## src/rtl/seq_serializer_pkg.sv

```systemverilog
// Shared definitions for the serializer front end: state encoding and counter sizing.
// The detector bench reuses the same encodings and widths.
package seq_serializer_pkg;

  typedef enum logic [1:0] {
    SER_IDLE  = 2'd0,
    SER_SHIFT = 2'd1,
    SER_GAP   = 2'd2
  } ser_state_e;

  localparam int GCNT_W = 4;
  localparam int WCNT_W = 16;

  // Bit-counter width; never below one bit so the counter register always exists.
  function automatic int bcnt_width(input int width);
    return (width > 2) ? $clog2(width) : 1;
  endfunction

endpackage

```

## src/rtl/seq_serializer.sv

```systemverilog
// Parallel-to-serial front end: one WIDTH-bit word per handshake, one bit per clock,
// with GAP forced-zero cycles between words so the downstream detector sees framed data.
module seq_serializer
  import seq_serializer_pkg::*;
#(
  parameter int WIDTH     = 8,
  parameter int GAP       = 1,
  parameter bit MSB_FIRST = 1'b1
) (
  input  logic              clk,
  input  logic              rst,
  input  logic [WIDTH-1:0]  din,
  input  logic              din_valid,
  output logic              din_ready,
  output logic              sout,
  output logic              sout_valid,
  output logic              busy,
  output logic [WCNT_W-1:0] words_sent
);

  localparam int                BW        = bcnt_width(WIDTH);
  localparam logic [BW-1:0]     BCNT_LOAD = BW'(WIDTH - 1);
  localparam logic [GCNT_W-1:0] GCNT_LOAD = GCNT_W'(GAP > 0 ? GAP - 1 : 0);

  ser_state_e        state_q;
  logic [WIDTH-1:0]  shreg_q;
  logic [BW-1:0]     bcnt_q;
  logic [GCNT_W-1:0] gcnt_q;
  logic              sout_q;
  logic              sout_valid_q;
  logic [WCNT_W-1:0] words_sent_q;

  logic              accept;
  logic              din_first;
  logic [WIDTH-1:0]  din_rest;
  logic              head_bit;
  logic [WIDTH-1:0]  shreg_adv;

  // The shift register holds only the bits not yet on the line; the first bit
  // goes straight from din to sout at the accept edge.
  if (MSB_FIRST) begin : g_msb
    assign din_first = din[WIDTH-1];
    assign din_rest  = {din[WIDTH-2:0], 1'b0};
    assign head_bit  = shreg_q[WIDTH-1];
    assign shreg_adv = {shreg_q[WIDTH-2:0], 1'b0};
  end else begin : g_lsb
    assign din_first = din[0];
    assign din_rest  = {1'b0, din[WIDTH-1:1]};
    assign head_bit  = shreg_q[0];
    assign shreg_adv = {1'b0, shreg_q[WIDTH-1:1]};
  end

  always_comb begin
    din_ready = 1'b0;
    unique case (state_q)
      SER_IDLE:  din_ready = 1'b1;
      SER_SHIFT: din_ready = (bcnt_q == '0) && (GAP == 0);
      SER_GAP:   din_ready = (gcnt_q == '0);
      default:   din_ready = 1'b0;
    endcase
  end

  assign accept = din_valid & din_ready;

  always_ff @(posedge clk or posedge rst) begin
    if (rst) begin
      state_q      <= SER_IDLE;
      shreg_q      <= '0;
      bcnt_q       <= '0;
      gcnt_q       <= '0;
      sout_q       <= 1'b0;
      sout_valid_q <= 1'b0;
      words_sent_q <= '0;
    end else begin
      if ((state_q == SER_SHIFT) && (bcnt_q == '0)) begin
        words_sent_q <= words_sent_q + 1'b1;
      end
      if (accept) begin
        state_q      <= SER_SHIFT;
        shreg_q      <= din_rest;
        bcnt_q       <= BCNT_LOAD;
        sout_q       <= din_first;
        sout_valid_q <= 1'b1;
      end else begin
        unique case (state_q)
          SER_SHIFT: begin
            if (bcnt_q != '0) begin
              sout_q  <= head_bit;
              shreg_q <= shreg_adv;
              bcnt_q  <= bcnt_q - 1'b1;
            end else begin
              sout_q       <= 1'b0;
              sout_valid_q <= 1'b0;
              if (GAP == 0) begin
                state_q <= SER_IDLE;
              end else begin
                state_q <= SER_GAP;
                gcnt_q  <= GCNT_LOAD;
              end
            end
          end
          SER_GAP: begin
            if (gcnt_q != '0) begin
              gcnt_q <= gcnt_q - 1'b1;
            end else begin
              state_q <= SER_IDLE;
            end
          end
          default: begin
          end
        endcase
      end
    end
  end

  assign sout       = sout_q;
  assign sout_valid = sout_valid_q;
  assign busy       = (state_q != SER_IDLE);
  assign words_sent = words_sent_q;

endmodule
```

## config.mk

```make
export PLATFORM = sky130hd
export DESIGN_NAME = seq_serializer
export DESIGN_NICKNAME = d
export VERILOG_FILES = /design/src/rtl/seq_serializer_pkg.sv /design/src/rtl/seq_serializer.sv
export SDC_FILE = /design/constraint.sdc
export NUM_CORES = 1
export LEC_CHECK = 0
export ABC_AREA = 1
export CORE_MARGIN = 8
export CORE_UTILIZATION = 45
export CTS_BUF_LIST = sky130_fd_sc_hd__clkbuf_16
export DETAILED_ROUTE_END_ITERATION = 8
export DONT_BUFFER_PORTS = 1
export PLACE_DENSITY = 0.71
export REMOVE_ABC_BUFFERS = 1
export SKIP_CTS_REPAIR_TIMING = 1
export SLEW_MARGIN = 10
export SYNTH_ARGS = -nofsm -noshare
export SYNTH_HDL_FRONTEND = slang
export SYNTH_SLANG_ARGS = --single-unit
```

## constraint.sdc

```tcl
create_clock -name clk -period 1.43 [get_ports clk]
set_clock_uncertainty 0.15 [all_clocks]
set_input_delay 0.143 -clock clk [delete_from_list [all_inputs] [get_ports clk]]
set_output_delay 0.143 -clock clk [all_outputs]
set_load 0.02 [all_outputs]
```

==> qor.yml, run 1 <==
critical_path:
  timing.reg2reg.worst_path_depth: 10
  reg2reg_setup_slack_ns: -0.19
  setup.worst_path.end_class: "output port"
  timing.rr.end: "words_sent[13]"
  cp_data_required_time_ns: 1.14
  startpoint_type: "register"
  criticalPathCategory: "register to output port"
  arrival_time_worst_endpoint_ns: 1.41
  reg2reg_from: "state_q[1]"
  critical_path.max_fanout: 6
placement:
  place.gp.congestion: 0.760
  worst_case_setup_slack_after_placement_ns: -0.224
  port-buffer-count: 0
  place.detailed.hpwl_mm: 3.06
layout:
  synthesis_to_layout_area_growth_pct: 44.0
  proportion_of_layout_cells_with_a_drive_suffix_above_1_pct: 30.8
  antennaDiodeCount: 0
  finish.utilization_pct: 65.6
  commonest_cells_after_routing_fill_and_taps_aside: "76 x sky130_fd_sc_hd__nand2_1, 45 x sky130_fd_sc_hd__buf_4, 34 x sky130_fd_sc_hd__dfrtp_1"
  fillCellCount: 345
  most_common_library_cell_in_the_layout_ignoring_fill_and_taps: "sky130_fd_sc_hd__nand2_1"
  final_net_count: 320
hold_path:
  whs_endpoint: "gcnt_q[0]"
  worstHoldPathCells: 5
  worst_hold_startpoint: "din_valid"
  hp-class: "input port to register"
global_routing:
  gr-usage-all-layers_pct: 13.1
  overflow: 0
  antenna_found_initial: 0
  vias_in_the_first_global_route: 1615
  grt_max_degree: 35
  grt_first_pass_wirelength_mm: 6.89
synth:
  synth_sequential_area_ratio_pct: 43.8
  postSynthCellCount: 238
  ys_types: 25
  synth_area_mm2: 0.00194
  post_synth.cell_area_avg_um2: 8.16
  yosys_register_bits: 34
  syn_warnings: 0
clock_tree:
  tritoncts: "done"
  cts-root-buf: "sky130_fd_sc_hd__clkbuf_16"
  htree_num_levels: 2
  clk_path_buf_depth: 2
  clk_latency_ns: 0.28
  cts.reportedPaths.clkPinSlew_ns: 0.05
  cts.sink_count: 34
  numCtsBuffers: 5
drt:
  antenna_violating_nets_post_route: 0
  detail_route.iter0.violations: 57
  wl_met3_um: 267
  wl_met1_mm: 1.76
  vias_per_cell: 4.96
  drcViolationCount: 0
  wl_per_instance_um: 12.8
  met2RoutedLength_mm: 2.45
  highest_layer: "met4"
  drt-pass1-iter-count: 4
  via_count: 1770
  route.final.wire_length_mm: 4.57
pwr:
  peakVddDrop_v: 0.00118
  power-per-cell-area_mw_per_mm2: 1820
  static-leakage-power_uw: 0.00138
timing:
  timing.slew.headroom_pct: 63.8
  worst-slew-pin-transition_ns: 0.541
  final_hold_viol_count: 0
  layout_setup_ws_ns: -0.273
  layout_worst_path_cycle_share_pct: 119
  finalCriticalPeriod_ns: 1.70
  setup_viol_count_final: 33
  finalMaxSlewViolations: 0
  max_freq_ghz: 0.587
  grt_setup_unrepaired: "true"
status:
  failed_checks: "negative setup slack"
  status: "finished, violations left"
flow_run:
  drv.max_cap_violation_count: 0
die:
  core_area_mm2: 0.00426
  starting_density_of_the_core_pct: 45.6
  num_io_pins: 31
  die-height_um: 81.7
  fp-row-count: 24
  die-width_um: 81.7
  design.die.area_mm2: 0.00668
-- worst max-delay path by stage --
stage	startpoint	endpoint	depth (start not counted)	slack, ns
final	state_q[1]	din_ready	7	-0.27
after global routing	state_q[1]	din_ready	7	-0.32
after CTS	state_q[1]	din_ready	7	-0.28
after detailed placement	bcnt_q[0]	gcnt_q[2]	9	-0.22
after global placement	bcnt_q[0]	words_sent[13]	9	-0.20
after floorplan	bcnt_q[0]	gcnt_q[2]	9	-0.23
-- through the flow --
stage	hold WS (ns)	TNS [ns]	cell area, um2	total power, uW	std cells
finish	0.133	-3.97	2800	5100	357
global route	0.174	-6.66	2800	5450	357
CTS	-0.286	-4.65	2470	4660	334
detailed placement	0.0114	-3.96	2310	3440	326
global placement	0.00458	-3.36	2310	3380	326
floorplan	0.107	-3.12	1900	2650	234
-- critical path: stages, from the launching register on --
cell	delay (ns)
sky130_fd_sc_hd__dfrtp_1	0.37
sky130_fd_sc_hd__inv_2	0.07
sky130_fd_sc_hd__buf_12	0.13
sky130_fd_sc_hd__nor2_4	0.12
sky130_fd_sc_hd__nand3_4	0.13
sky130_fd_sc_hd__nand2_8	0.10
sky130_fd_sc_hd__buf_12	0.11
sky130_fd_sc_hd__buf_12	0.10
-- synthesized netlist by cell type (all sizes together) --
cell	count	area share [%]
xor2	7	3.2
o211ai	2	0.77
xnor2	4	1.8
nor2	28	7.7
o21ai	7	2.2
ha	5	3.2
dfrtp	34	44
buf	4	2.0
inv	32	6.2
nand3	21	7.0
nand3b	5	1.9
o21bai	1	0.39
nand4	3	0.97
nor3	1	0.26
a21oi	1	0.26
nand2	83	18
-- kinds of logic (layout without fill, tap and decap cells) --
group | count (synthesis) | count (layout) | synth area share (%)
buf+inv | 36 | 102 | 8.18
flops | 34 | 34 | 43.8
xor+xnor | 11 | 11 | 4.96
fa+ha+maj | 5 | 5 | 3.22
simple gates | 141 | 142 | 36.3
compound gates | 11 | 11 | 3.61
-- metal layers --
layer,vias up,track usage [%]
li1,871,-
met1,846,14.2
met2,44,22.5
met3,9,4.60
met4,0,5.61
met5,-,0
-- power breakdown --
| part | leakage (uW) | internal (uW) | switching, uW | total (uW) |
|---|---|---|---|---|
| Combinational | 0.000857 | 1170 | 1270 | 2440 |
| Clock | 0.0000864 | 808 | 387 | 1200 |
| Sequential | 0.000437 | 1240 | 219 | 1460 |
| Total | 0.00138 | 3220 | 1880 | 5100 |
-- registers in the layout (all words and copies together), names as in the netlist --
| name | cells |
|---|---|
| words_sent | 16 |
| shreg_q | 7 |
| gcnt_q | 4 |
| bcnt_q | 3 |
| state_q | 2 |
| sout | 1 |
| sout_valid | 1 |
-- cell type report --
cell class,count,area (um2),area share [%]
Clock buffer,5,125,4.47
Sequential cell,34,851,30.4
Multi-Input combinational cell,169,1040,37.2
Inverter,32,123,4.38
Clock inverter,3,37.5,1.34
Tap cell,52,65.1,2.32
Timing Repair Buffer,62,556,19.8
(Power assumes the default switching activity.)
==> inputs of run 2 (changes only) <==
CORE_ASPECT_RATIO = 0.6   (was not set)
==> run 2 against run 1 <==
The flow still finishes with violations (negative setup slack). Register-to-register slack barely moved. Fmax increased by 5.4%. Sequential power about the same. Wire length grew 18%. Via count down 0.85%. Core utilization up 1.3 points. Critical endpoint is now words_sent[4]. Largest power group unchanged.
==> qor.yml, run 2 (same netlist as run 1, synthesis figures left out) <==
timing:
  finalMaxSlewViolations: 0  # unchanged
  worst-slew-pin-transition_ns: 0.478  # -0.0629 ns
  layout_worst_path_cycle_share_pct: 113  # -6.1 points
  timing.slew.headroom_pct: 68.0  # +4.2 points
  max_freq_ghz: 0.619  # +5.4%
  final.setup.tns_ns: -2.52  # +1.45 ns
  grt_setup_unrepaired: "true"
  layout_setup_ws_ns: -0.185  # +0.0877 ns
  setup_viol_count_final: 28  # -15%
  finalHoldWorstSlack_ns: 0.129  # -0.00435 ns
  finalCriticalPeriod_ns: 1.62  # -0.0877 ns
  final_hold_viol_count: 0  # unchanged
critical_path:
  startpoint_type: "register"
  timing.critical_path.slowest_stage_cell: "sky130_fd_sc_hd__dfrtp_1"
  reg2reg_from: "bcnt_q[1]"
  setup.worst_path.end_class: "register"
  arrival_time_worst_endpoint_ns: 1.62  # +0.21 ns
  cp_common_cell: "sky130_fd_sc_hd__nand2_4"
  startpoint_of_the_most_critical_setup_path: "bcnt_q[1]"
  worst-path-stages: 8  # +1
  cp_data_required_time_ns: 1.44  # +0.30 ns
  cp_cell_sequence: "inv_2 -> ha_4 -> nand2_4 -> nor2_4 -> nand2_4 -> buf_4 -> buf_6 -> xor2_1"
  cp_top_family: "flip-flops"
  criticalPathCategory: "register to register"
  timing.reg2reg.worst_path_depth: 8  # -2
  reg2reg_setup_slack_ns: -0.19  # about the same
  worst-path-buf-inv: 3  # -1
  worst_path_largest_cell_delay_ns: 0.40  # +0.03 ns
  critical_path.max_fanout: 5  # -1
  timing.rr.end: "words_sent[4]"
placement:
  place.gp.congestion: 0.769  # +1.2%
  port-buffer-count: 0  # unchanged
  placed_area_mm2: 0.00229  # -0.87%
  place.detailed.hpwl_mm: 3.31  # +8.0%
clock_tree:
  tritoncts: "done"
  numCtsBuffers: 5  # unchanged
  clk_latency_ns: 0.27  # about the same
  clk_path_buf_depth: 2  # unchanged
  cts.reportedPaths.clkPinSlew_ns: 0.05  # about the same
  htree_num_levels: 2  # unchanged
  cts.sink_count: 34  # unchanged
  cts-root-buf: "sky130_fd_sc_hd__clkbuf_16"
layout:
  final_area_mm2: 0.00276  # -1.4%
  largest_register_ffs: 16  # unchanged
  final_net_count: 320  # unchanged
  commonest_cells_after_routing_fill_and_taps_aside: "75 x sky130_fd_sc_hd__nand2_1, 44 x sky130_fd_sc_hd__buf_4, 33 x sky130_fd_sc_hd__dfrtp_1"
  most_common_library_cell_in_the_layout_ignoring_fill_and_taps: "sky130_fd_sc_hd__nand2_1"
  proportion_of_layout_cells_with_a_drive_suffix_above_1_pct: 32.6  # +1.7 points
  antennaDiodeCount: 0  # unchanged
  synthesis_to_layout_area_growth_pct: 42.0
  finish.utilization_pct: 66.9  # +1.3 points
die:
  die-width_um: 101  # +23%
  starting_density_of_the_core_pct: 47.1  # +1.6 points
  fp-row-count: 18  # -25%
  design.die.area_mm2: 0.00675  # +1.0%
  num_io_pins: 31  # unchanged
  die-height_um: 66.9  # -18%
  core_area_mm2: 0.00412  # -3.3%
pwr:
  peakVddDrop_v: 0.00103  # -13%
  static-leakage-power_uw: 0.00139  # +0.85%
  finalPower_uw: 4780  # -6.1%
  switching_share_pct: 40.0  # +3.2 points
  switchingPower_uw: 1910  # +2.0%
  internal_power_uw: 2870  # -11%
  fraction_of_power_consumed_by_sequential_logic_pct: 31.0  # +2.4 points
  power-per-cell-area_mw_per_mm2: 1730  # -4.8%
  combPwrFrac_pct: 48.3  # +0.3 points
  clock_power_share_pct: 20.8  # -2.7 points
flow_run:
  drv.max_cap_violation_count: 0  # unchanged
drt:
  antenna_violating_nets_post_route: 0  # unchanged
  drcViolationCount: 0  # unchanged
  route.final.wire_length_mm: 5.37  # +18%
  via_count: 1755  # -0.85%
  detail_route.iter0.violations: 136  # +140%
  wl_per_instance_um: 14.8  # +15%
  drt-pass1-iter-count: 4  # unchanged
  vias_per_cell: 4.82  # -2.8%
hold_path:
  worstHoldPathCells: 5  # unchanged
  hp-class: "input port to register"
  whs_endpoint: "gcnt_q[0]"
  worst_hold_startpoint: "din_valid"
global_routing:
  gr-usage-all-layers_pct: 14.4  # +1.4 points
  overflow: 0  # unchanged
  grt_most_used_layer: "met2"
  grt_max_degree: 35  # unchanged
  antenna_found_initial: 0  # unchanged
  groute.layer.met1.usage_pct: 19.1  # +4.8 points
  globalRouteMet3Util_pct: 3.64  # -0.96 points
  grt_util_met2_pct: 21.9  # -0.59 points
  grt_first_pass_wirelength_mm: 7.54  # +9.5%
  vias_in_the_first_global_route: 1569  # -2.8%
status:
  status: "finished, violations left"
  failed_checks: "negative setup slack"
## run 2: changes by cell type in the layout (fill, tap and decap cells not counted), moves of 2 or more
cell / change
sky130_fd_sc_hd__nor2_1: +2
sky130_fd_sc_hd__buf_12: -4
sky130_fd_sc_hd__o21ai_0: -2
sky130_fd_sc_hd__nor2_4: -3
sky130_fd_sc_hd__o21ai_1: +3
sky130_fd_sc_hd__nand3_1: -3
sky130_fd_sc_hd__nand3_2: +3
sky130_fd_sc_hd__buf_6: +7
## run 2: metrics by stage
step | instances | setup WS [ns]
global route | 364 | -0.272
CTS | 342 | -0.238
finish | 364 | -0.185
detailed placement | 335 | -0.223
floorplan | 234 | -0.228
global placement | 335 | -0.195
## run 2: layer usage
metal | wire length, um | share of wire (%)
met2 | 2610 | 49
met5 | 0 | 0
met4 | 43 | 0.80
met3 | 350 | 6.5
met1 | 2360 | 44
## run 2: worst max path at each step
stage / endpoint / slack (ns)
after CTS: words_sent[0] / -0.24
final: words_sent[4] / -0.19
after global routing: words_sent[12] / -0.27
after detailed placement: words_sent[11] / -0.22
after floorplan: gcnt_q[2] / -0.23
after global placement: words_sent[11] / -0.19
## run 2: worst reg2reg max path, stage by stage (launching register included)
cell and delay, ns:
sky130_fd_sc_hd__dfrtp_1 0.40, sky130_fd_sc_hd__inv_2 0.08, sky130_fd_sc_hd__ha_4 0.13, sky130_fd_sc_hd__nand2_4 0.06
sky130_fd_sc_hd__nor2_4 0.20, sky130_fd_sc_hd__nand2_4 0.10, sky130_fd_sc_hd__buf_4 0.14, sky130_fd_sc_hd__buf_6 0.10
sky130_fd_sc_hd__xor2_1 0.13
## run 2: power groups by stage
| stage | clock network (uW) | logic (uW) | registers (uW) |
|---|---|---|---|
| after floorplan | 0 | 1150 | 1500 |
| after global placement | 0 | 1770 | 1460 |
| after detailed placement | 0 | 1820 | 1460 |
| after CTS | 995 | 1830 | 1460 |
| after global routing | 1060 | 2540 | 1510 |
| final | 993 | 2310 | 1480 |
## run 2: final cells by class
type | instances | area, um2
clock buffer | 5 | 125
clock inverter | 2 | 7.51
fill | 292 | 1360
inverter | 32 | 123
multi-input combinational | 168 | 1040
sequential | 34 | 852
tap | 60 | 75.1
timing repair buffer | 63 | 532
==> inputs of run 3 (changes only) <==
PLACE_DENSITY = 0.69   (was 0.71)
clock period = 2.05 ns   (was 1.43 ns; I/O delays follow)
==> run 3 against run 2 <==
Register-to-register slack gained 0.33 ns. Clock power shrank 29%. Flip-flop and latch count is the same. Worst setup slack gained 0.33 ns. Global-route usage shrank 1.3 points. Critical endpoint is now shreg_q[7]. Fmax shrank 15%. Combinational power shrank 57%. Via count shrank 17%. The run ends with negative hold slack left. Non-clock buffer count shrank 52.
==> qor.yml, run 3 (same netlist as run 1, synthesis figures left out) <==
status:
  status: "finished, violations left"
  failed_checks: "negative hold slack"
timing:
  finalCriticalPeriod_ns: 1.90  # +0.288 ns
  setup_viol_count_final: 0  # -100%
  finalMaxSlewViolations: 0  # unchanged
  max_freq_ghz: 0.526  # -15%
  finalHoldWorstSlack_ns: -0.0405  # -0.169 ns
  timing.slew.headroom_pct: 70.7  # +2.6 points
  grt_setup_unrepaired: "false"
  final.setup.tns_ns: 0  # +2.52 ns
  layout_worst_path_cycle_share_pct: 92.8  # -20 points
  final_hold_viol_count: 5  # +5
  worst-slew-pin-transition_ns: 0.440  # -0.0377 ns
  layout_setup_ws_ns: 0.147  # +0.332 ns
layout:
  most_common_library_cell_in_the_layout_ignoring_fill_and_taps: "sky130_fd_sc_hd__nand2_1"
  multi_input_comb_area_um2: 933  # -11%
  synthesis_to_layout_area_growth_pct: 14.2
  proportion_of_layout_cells_with_a_drive_suffix_above_1_pct: 12.3  # -20 points
  fillCellCount: 376  # +29%
  final_net_count: 268  # -16%
  finish.utilization_pct: 53.9  # -13 points
  final-seq-area_um2: 851  # -0.15%
  largest_register_ffs: 16  # unchanged
  commonest_cells_after_routing_fill_and_taps_aside: "78 x sky130_fd_sc_hd__nand2_1, 34 x sky130_fd_sc_hd__dfrtp_1, 30 x sky130_fd_sc_hd__inv_1"
placement:
  place.detailed.hpwl_mm: 2.95  # -11%
  worst_case_setup_slack_after_placement_ns: 0.312  # +0.535 ns
  place.gp.congestion: 0.764  # -0.66%
  port-buffer-count: 0  # unchanged
flow_run:
  drv.max_cap_violation_count: 0  # unchanged
drt:
  drcViolationCount: 0  # unchanged
  wl_per_instance_um: 12.8  # -13%
  detail_route.iter0.violations: 42  # -69%
  drt-pass1-iter-count: 4  # unchanged
  antenna_violating_nets_post_route: 0  # unchanged
  via_count: 1458  # -17%
  route.final.wire_length_mm: 4.03  # -25%
  vias_per_cell: 4.64  # -3.7%
critical_path:
  critical_path.max_fanout: 9  # +4
  startpoint_of_the_most_critical_setup_path: "gcnt_q[0]"
  arrival_time_worst_endpoint_ns: 1.96  # +0.34 ns
  reg2reg_setup_slack_ns: 0.15  # +0.33 ns
  reg2reg_from: "gcnt_q[0]"
  cp_data_required_time_ns: 2.11  # +0.67 ns
  setup.worst_path.end_class: "register"
  timing.rr.end: "shreg_q[7]"
  timing.reg2reg.worst_path_depth: 7  # -1
  startpoint_type: "register"
  criticalPathCategory: "register to register"
global_routing:
  overflow: 0  # unchanged
  grt_first_pass_wirelength_mm: 6.82  # -9.5%
  antenna_found_initial: 1  # +1
  gr-usage-all-layers_pct: 13.1  # -1.3 points
  grt_max_degree: 35  # unchanged
  vias_in_the_first_global_route: 1396  # -11%
pwr:
  static-leakage-power_uw: 0.00108  # -22%
  internal_power_uw: 1650  # -43%
  switchingPower_uw: 1110  # -42%
  power-per-cell-area_mw_per_mm2: 1240  # -28%
  clock_power_share_pct: 25.6  # +4.8 points
  peakVddDrop_v: 0.000524  # -49%
  switching_share_pct: 40.2  # +0.18 points
  combPwrFrac_pct: 35.6  # -13 points
  fraction_of_power_consumed_by_sequential_logic_pct: 38.7  # +7.7 points
die:
  fp-row-count: 18  # unchanged
  num_io_pins: 31  # unchanged
  die-width_um: 101  # unchanged
  design.die.area_mm2: 0.00675  # unchanged
  core_area_mm2: 0.00412  # unchanged
  starting_density_of_the_core_pct: 47.1  # unchanged
  die-height_um: 66.9  # unchanged
clock_tree:
  tritoncts: "done"
  cts.sink_count: 34  # unchanged
  numCtsBuffers: 5  # unchanged
  clk_path_buf_depth: 2  # unchanged
  clk_latency_ns: 0.28  # about the same
  cts-root-buf: "sky130_fd_sc_hd__clkbuf_16"
  cts.reportedPaths.clkPinSlew_ns: 0.06  # about the same
  htree_num_levels: 2  # unchanged
hold_path:
  worst_hold_startpoint: "din_valid"
  worstHoldPathCells: 3  # -2
  whs_endpoint: "shreg_q[3]"
  hp-class: "input port to register"
-- run 3: cell count changes in the layout (fill, tap and decap cells not counted), moves of 4 or more --
cell	previous run	this run
sky130_fd_sc_hd__inv_1	26	30
sky130_fd_sc_hd__buf_6	9	0
sky130_fd_sc_hd__inv_2	7	3
sky130_fd_sc_hd__buf_4	44	4
-- run 3: metal layers --
layer	track usage, %	wire length, um
met2	18.7	1750
met3	4.16	179
met5	0	0
met1	17.4	2030
met4	6.54	70
-- run 3: stage by stage --
| stage | total power (uW) | hold WS (ns) | area, um2 | instances |
|---|---|---|---|---|
| 2_1_floorplan | 1850 | 0.169 | 1900 | 234 |
| 3_3_place_gp | 2020 | 0.0737 | 2010 | 298 |
| 3_5_place_dp | 2050 | 0.0824 | 2010 | 298 |
| 4_1_cts | 2760 | -0.215 | 2150 | 306 |
| 5_1_grt | 3000 | 0.000268 | 2220 | 314 |
| 6_report | 2760 | -0.0405 | 2220 | 314 |
-- run 3: cell type report --
type	count	share of cell area, %
Multi-Input combinational cell	168	42.1
Sequential cell	34	38.3
Clock buffer	5	5.64
Inverter	32	5.41
Timing Repair Buffer	11	4.51
Tap cell	60	3.38
Clock inverter	3	0.564
Antenna cell	1	0.113
-- run 3: critical path: stages, from the launching register on --
cell and delay [ns]:
sky130_fd_sc_hd__dfrtp_1 0.38, sky130_fd_sc_hd__inv_1 0.12, sky130_fd_sc_hd__ha_1 0.20, sky130_fd_sc_hd__nand3_4 0.12, sky130_fd_sc_hd__nand2_8 0.14, sky130_fd_sc_hd__nand3_1 0.08
sky130_fd_sc_hd__dlygate4sd3_1 0.56, sky130_fd_sc_hd__nand3_1 0.08
-- run 3: power by group through the flow --
stage | combinational, uW | clock, uW | sequential, uW
floorplan | 800 | 0 | 1040
global placement | 948 | 0 | 1080
detailed placement | 972 | 0 | 1080
CTS | 973 | 723 | 1070
global route | 1140 | 760 | 1090
finish | 983 | 707 | 1070
-- run 3: how the worst max path moves through the flow --
| stage | endpoint | slack, ns | depth (start not counted) |
|---|---|---|---|
| 2_1_floorplan | gcnt_q[2] | 0.39 | 9 |
| 3_3_place_gp | words_sent[6] | 0.35 | 7 |
| 3_5_place_dp | words_sent[13] | 0.31 | 9 |
| 4_1_cts | words_sent[13] | 0.30 | 9 |
| 5_1_grt | shreg_q[7] | 0.06 | 7 |
| 6_report | shreg_q[7] | 0.15 | 7 |
